--- config.mk ---
export PLATFORM = sky130hd
export DESIGN_NAME = fetch_queue_unit
export DESIGN_NICKNAME = d
export VERILOG_FILES = /design/src/rtl/fetch_queue_unit.sv
export SDC_FILE = /design/constraint.sdc
export NUM_CORES = 1
export LEC_CHECK = 0
export ABC_AREA = 0
export CORE_ASPECT_RATIO = 1.75
export CORE_UTILIZATION = 38
export DETAILED_ROUTE_END_ITERATION = 10
export GPL_TIMING_DRIVEN = 0
export PLACE_DENSITY = 0.59
export SLEW_MARGIN = 20
export SYNTH_ARGS = -nofsm -noshare
export SYNTH_HDL_FRONTEND = slang
export SYNTH_SLANG_ARGS = --single-unit
--- constraint.sdc ---
create_clock -name clk_i -period 5 [get_ports clk_i]
set_clock_uncertainty 0.1 [all_clocks]
set_input_delay 0.5 -clock clk_i [delete_from_list [all_inputs] [get_ports clk_i]]
set_output_delay 0.5 -clock clk_i [all_outputs]
set_load 0.01 [all_outputs]
--- src/rtl/fetch_queue_unit.sv ---
// rtl/fetch_queue_unit.sv - PC generator with N-entry fetch queue, redirect flush and misalign flag
module fetch_queue_unit #(
  parameter int              XLEN       = 32,
  parameter int              IMEM_BYTES = 128,
  parameter int              FQ_DEPTH   = 4,
  parameter logic [XLEN-1:0] RESET_PC   = '0,
  localparam int             AW         = $clog2(IMEM_BYTES),
  localparam int             CW         = $clog2(FQ_DEPTH) + 1
) (
  input  logic            clk_i,
  input  logic            rst_ni,
  input  logic            fetch_en_i,
  input  logic            redirect_valid_i,
  input  logic [XLEN-1:0] redirect_pc_i,
  output logic [AW-1:0]   imem_addr_o,
  input  logic [XLEN-1:0] imem_rdata_i,
  output logic            instr_valid_o,
  input  logic            instr_ready_i,
  output logic [XLEN-1:0] instr_o,
  output logic [XLEN-1:0] instr_pc_o,
  output logic [CW-1:0]   fq_count_o,
  output logic            misalign_err_o
);

  localparam int PW = CW - 1;

  logic [XLEN-1:0] fpc_q, fpc_d;
  logic [PW-1:0]   wr_ptr_q, wr_ptr_d;
  logic [PW-1:0]   rd_ptr_q, rd_ptr_d;
  logic [CW-1:0]   count_q, count_d;
  logic            misalign_q, misalign_d;

  logic [XLEN-1:0] pc_mem_q    [FQ_DEPTH];
  logic [XLEN-1:0] instr_mem_q [FQ_DEPTH];

  logic full;
  logic pop;
  logic push;

  // Handshake enables; a redirect suppresses both push and pop in its cycle
  always_comb begin
    full = (count_q == CW'(FQ_DEPTH));
    pop  = instr_valid_o & instr_ready_i & ~redirect_valid_i;
    push = fetch_en_i & ~redirect_valid_i & (~full | pop);
  end

  // Next-state for PC, pointers, occupancy and the sticky misalign flag
  always_comb begin
    fpc_d      = fpc_q;
    wr_ptr_d   = wr_ptr_q;
    rd_ptr_d   = rd_ptr_q;
    count_d    = count_q;
    misalign_d = misalign_q;
    if (redirect_valid_i) begin
      fpc_d      = {redirect_pc_i[XLEN-1:2], 2'b00};
      wr_ptr_d   = '0;
      rd_ptr_d   = '0;
      count_d    = '0;
      misalign_d = misalign_q | (redirect_pc_i[1:0] != 2'b00);
    end else begin
      if (push) begin
        fpc_d    = fpc_q + XLEN'(4);
        wr_ptr_d = wr_ptr_q + PW'(1);
      end
      if (pop) begin
        rd_ptr_d = rd_ptr_q + PW'(1);
      end
      count_d = count_q + CW'(push) - CW'(pop);
    end
  end

  // Control state register, falling-edge to match the datapath
  always_ff @(negedge clk_i or negedge rst_ni) begin
    if (!rst_ni) begin
      fpc_q      <= RESET_PC;
      wr_ptr_q   <= '0;
      rd_ptr_q   <= '0;
      count_q    <= '0;
      misalign_q <= 1'b0;
    end else begin
      fpc_q      <= fpc_d;
      wr_ptr_q   <= wr_ptr_d;
      rd_ptr_q   <= rd_ptr_d;
      count_q    <= count_d;
      misalign_q <= misalign_d;
    end
  end

  // Queue storage is not reset; the head is gated by occupancy instead
  always_ff @(negedge clk_i) begin
    if (push) begin
      pc_mem_q[wr_ptr_q]    <= fpc_q;
      instr_mem_q[wr_ptr_q] <= imem_rdata_i;
    end
  end

  // Outputs depend only on registered state
  always_comb begin
    imem_addr_o    = fpc_q[AW-1:0];
    instr_valid_o  = (count_q != '0);
    instr_o        = instr_valid_o ? instr_mem_q[rd_ptr_q] : '0;
    instr_pc_o     = instr_valid_o ? pc_mem_q[rd_ptr_q] : '0;
    fq_count_o     = count_q;
    misalign_err_o = misalign_q;
  end

endmodule

# --- Word-level counts from Yosys, hierarchy flattened ---
# Memory sizes are Yosys's and may differ from the RTL's.
# Index checks and enable logic that the tools add are counted.
op_classes:
  n_reduce_logical: 4
  mux: 11
  n_eq_ne: 1
  add_sub_neg: 5
  bitwise: 8
op_table:
  columns: ["cell", "n"]
  rows:
  - ["2-to-1 mux 32 bit", 4]
  - ["adder 32 x 3 -> 32 bit, second input constant", 1]
  - ["2-to-1 mux 2 bit", 4]
  - ["nonzero test 2 bit", 3]
  - ["adder 2 x 1 -> 2 bit, second input constant", 2]
  - ["AND 1 bit", 4]
  - ["adder 3 x 1 -> 3 bit", 1]
  - ["equality test 3 bit, second input constant", 1]
  - ["2-to-1 mux 3 bit", 1]
  - ["nonzero test 3 bit", 1]
  - ["subtractor 3 x 1 -> 3 bit", 1]
  - ["2-to-1 mux 1 bit", 2]
  - ["inverter 1 bit", 2]
  - ["OR 1 bit", 2]
totals:
  regBits: 40
  ramBits: 256
  input_bits: 69
  mem_count: 2
mem_list:
  columns: ["name", "words", "width", "rd", "rd_clocked_by_memory_dff", "write_ports", "line", "source"]
  rows:
  - ["instr_mem_q", 4, 32, 1, 0, 1, "34", "logic [XLEN-1:0] instr_mem_q [FQ_DEPTH];"]
  - ["pc_mem_q", 4, 32, 1, 0, 1, "33", "logic [XLEN-1:0] pc_mem_q [FQ_DEPTH];"]

# --- Longest topological paths before layout ---
depth:
  depth_word: 8
  depth_mapped: 11

==> flow_summary.toml <==
[status]
status = "finished, violations left"
violations = "setup timing"

[logic_synthesis]
synth_top_area_frac = 0.6376
yosys.area.top_type = "edfxtp_1"
synth-seq-area-share = 0.7190
ys_ff_latch = 286
synth_top_family_by_area = "multiplexers"
synth-xor-area-share = 0.01050
syn_avg_cell_area_sq_um = 17.72
synth-simple-area-share = 0.09191
syn_inst = 659
async_flop_share = 0.1329
synthTopCellsByArea = "edfxtp_1, mux4_2, dfrtn_1, and2_1, or4_1"
synthMuxAreaShare = 0.1204
ys_warn_count = 0
synthDistinctLibCells = 43
synth_compound_area_frac = 0.02732
synth_flop_cell = "edfxtp_1"
synth.cell_area_sq_um = 11680
synth-edff-count = 248
synth-adder-area-share = 0.009213

[placement]
hpwl_mm = 16.70
portBuffers = 140
finalWeightedCongestion = 0.8036
place_area_sq_um = 13720
dp_slack_ps = -994.5
dp.cells = 1194

[setup_path]
r2r_slack_ps = 2380
worst_path_largest_cell_delay_ps = 520
slowest_stage = "mux4_2"
critPathLaunch = "rd_ptr_q[0]$_DFFE_NN0P_"
crit_path_frequent_cell = "buf_12"
worst-path-max-fanout = 6
path_class = "reg2out"
timing.rr.end = "fq_count_o[2]$_DFF_NN0_"
critPathLaunchType = "register"
cp.required_ps = 4400
critical_path_buf_inv_count = 4
cp.arrival_ps = 4690
r2r-start = "fq_count_o[0]$_DFF_NN0_"
worstSetupEndpointType = "primary output"
crit_chain = "buf_12, buf_12, buf_12, mux4_2, and2_1, buf_2"
cp_top_family = "buffers and inverters"
reg2regPathDepth = 12

[global_route]
grt_pass1_wl_mm = 42.15
antenna_found_initial = 0
grt_pass1_vias = 8197
grt_max_degree = 40
grt.total_usage = 0.1782
grt.overflow.total = 0

[cts]
cts_buffer_depth = 3
clock-sinks = 286
root_buffer = "clkbuf_16"
clk_latency_ps = 540
hold_buffers = 0
path_clk_slew_ps = 50
cts_made_buffers = 27
cts_tree = "built"
htree_levels = 1

[power]
p_per_area_nw_per_um2 = 491.3
p_total_mw = 7.957
cellLeakagePower_nw = 6.589
peakVddDrop_v = 0.0002724

[floorplan]
die_w_um = 134.5
start_util = 0.3872
die-area_sq_um = 31470
die_h_um = 233.9
placementRows = 84
io_pins = 145
core_area_sq_um = 30160

[final_layout]
fin_nets = 1188
final_cell_area_sq_um = 16200
stdcell_count = 1517
diodes = 0
drive_above_1_share = 0.2611
syn_to_final_growth_pct = 38.66
fin_util = 0.5369

[routing]
firstDrtPassIters = 4
vias = 7529
wl_per_cell_um = 17.85
postRouteAntennaNets = 0
drt_iter0_drc = 322
drc_errors = 0
vias_per_cell = 4.963
wl_mm = 27.07

[timing]
max_slew_margin = 0.5859
rsz0062_at_grt = "true"
whs_ps = 326.8
worst_slew_pin_slew_ps = 621.2
slew_violations = 0
hold_violations = 0
setup_tns_ps = -14990
setup_slack_ps = -289.2
setup_viol = 62

[worst_hold_path]
hold_depth = 1
hold_start = "misalign_err_o$_DFFE_NN0P_"
min_path_type = "reg2reg"
hold_end = "misalign_err_o$_DFFE_NN0P_"

[flow_run]
drv_cap = 0
==> cell type report <==
class | instances | area [sq um]
repair buffers | 176 | 1919
multi-input cells | 323 | 3186
clock inverters | 266 | 1121
plain buffers | 41 | 329.1
clock buffers | 30 | 728.2
flip-flops and latches | 286 | 8398
inverters | 8 | 30.03
well taps | 387 | 484.2
fillers | 2543 | 13970
==> worst max path at each step <==
stage               depth (start not counted)                     endpoint
finish                                      6               instr_pc_o[29]
detailed placement                         11      fq_count_o[2]$_DFF_NN0_
CTS                                         7               instr_pc_o[28]
floorplan                                  11      fq_count_o[2]$_DFF_NN0_
global placement                            5  instr_mem_q[0][6]$_DFFE_NP_
global route                                6               instr_pc_o[22]
==> sequential cells by signal (all words and copies together), names as in the netlist <==
| signal | cells |
|---|---|
| fpc_q | 30 |
| wr_ptr_q | 2 |
| rd_ptr_q | 2 |
| instr_mem_q | 128 |
| fq_count_o | 3 |
| misalign_err_o | 1 |
| pc_mem_q | 120 |
==> cell usage in the layout (no fill, tap or decap), types with 15 or more instances in the layout <==
master	Yosys	routed
and2_1	66	15
or4_1	19	19
clkbuf_16	0	28
buf_6	1	50
nand2_1	26	25
nand3_1	18	18
dfrtn_1	38	38
edfxtp_1	248	248
inv_1	8	259
buf_4	9	20
nor2_1	24	23
a31oi_1	16	16
buf_2	7	23
and2_4	0	51
clkdlybuf4s50_1	0	74
mux4_2	62	62
==> power by group <==
part	internal (mW)	switching [mW]
sequential	2.77	0.0790
clock	1.51	1.35
combinational	1.32	0.922
total	5.60	2.35
==> repair_timing <==
item / in CTS / in global routing
pin swaps: 53 / 2
setup endpoints to repair: 66 / 66
gates resized for setup: 376 / 41
buffers inserted: 25 / 3
cloned: 6 / 0
==> cells by family after synthesis <==
group | Yosys count
other cells | 1
buf+inv | 53
simple gates | 184
mux | 63
flops | 286
fa+ha+maj | 8
xor+xnor | 14
compound gates | 50
==> Yosys cell counts (6+ instances only) <==
library cell  count
edfxtp_1        248
and2_1           66
mux4_2           62
dfrtn_1          38
clkbuf_1         27
nand2_1          26
nor2_1           24
or4_1            19
nand3_1          18
a31oi_1          16
o31ai_1          14
o21ai_0          13
buf_4             9
inv_1             8
xor2_1            8
buf_2             7
ha_1              7
nand4_1           7
xnor2_1           6
==> layer usage <==
| layer | vias to the layer above | wire length [um] | global-route usage |
|---|---|---|---|
| li1 | 3499 | - | - |
| met1 | 3787 | 10030 | 0.1891 |
| met2 | 199 | 15300 | 0.3272 |
| met3 | 44 | 1081 | 0.04107 |
| met4 | 0 | 665 | 0.09094 |
| met5 | - | 0 | 0 |
No activity file was read; power rests on OpenSTA's default activity.
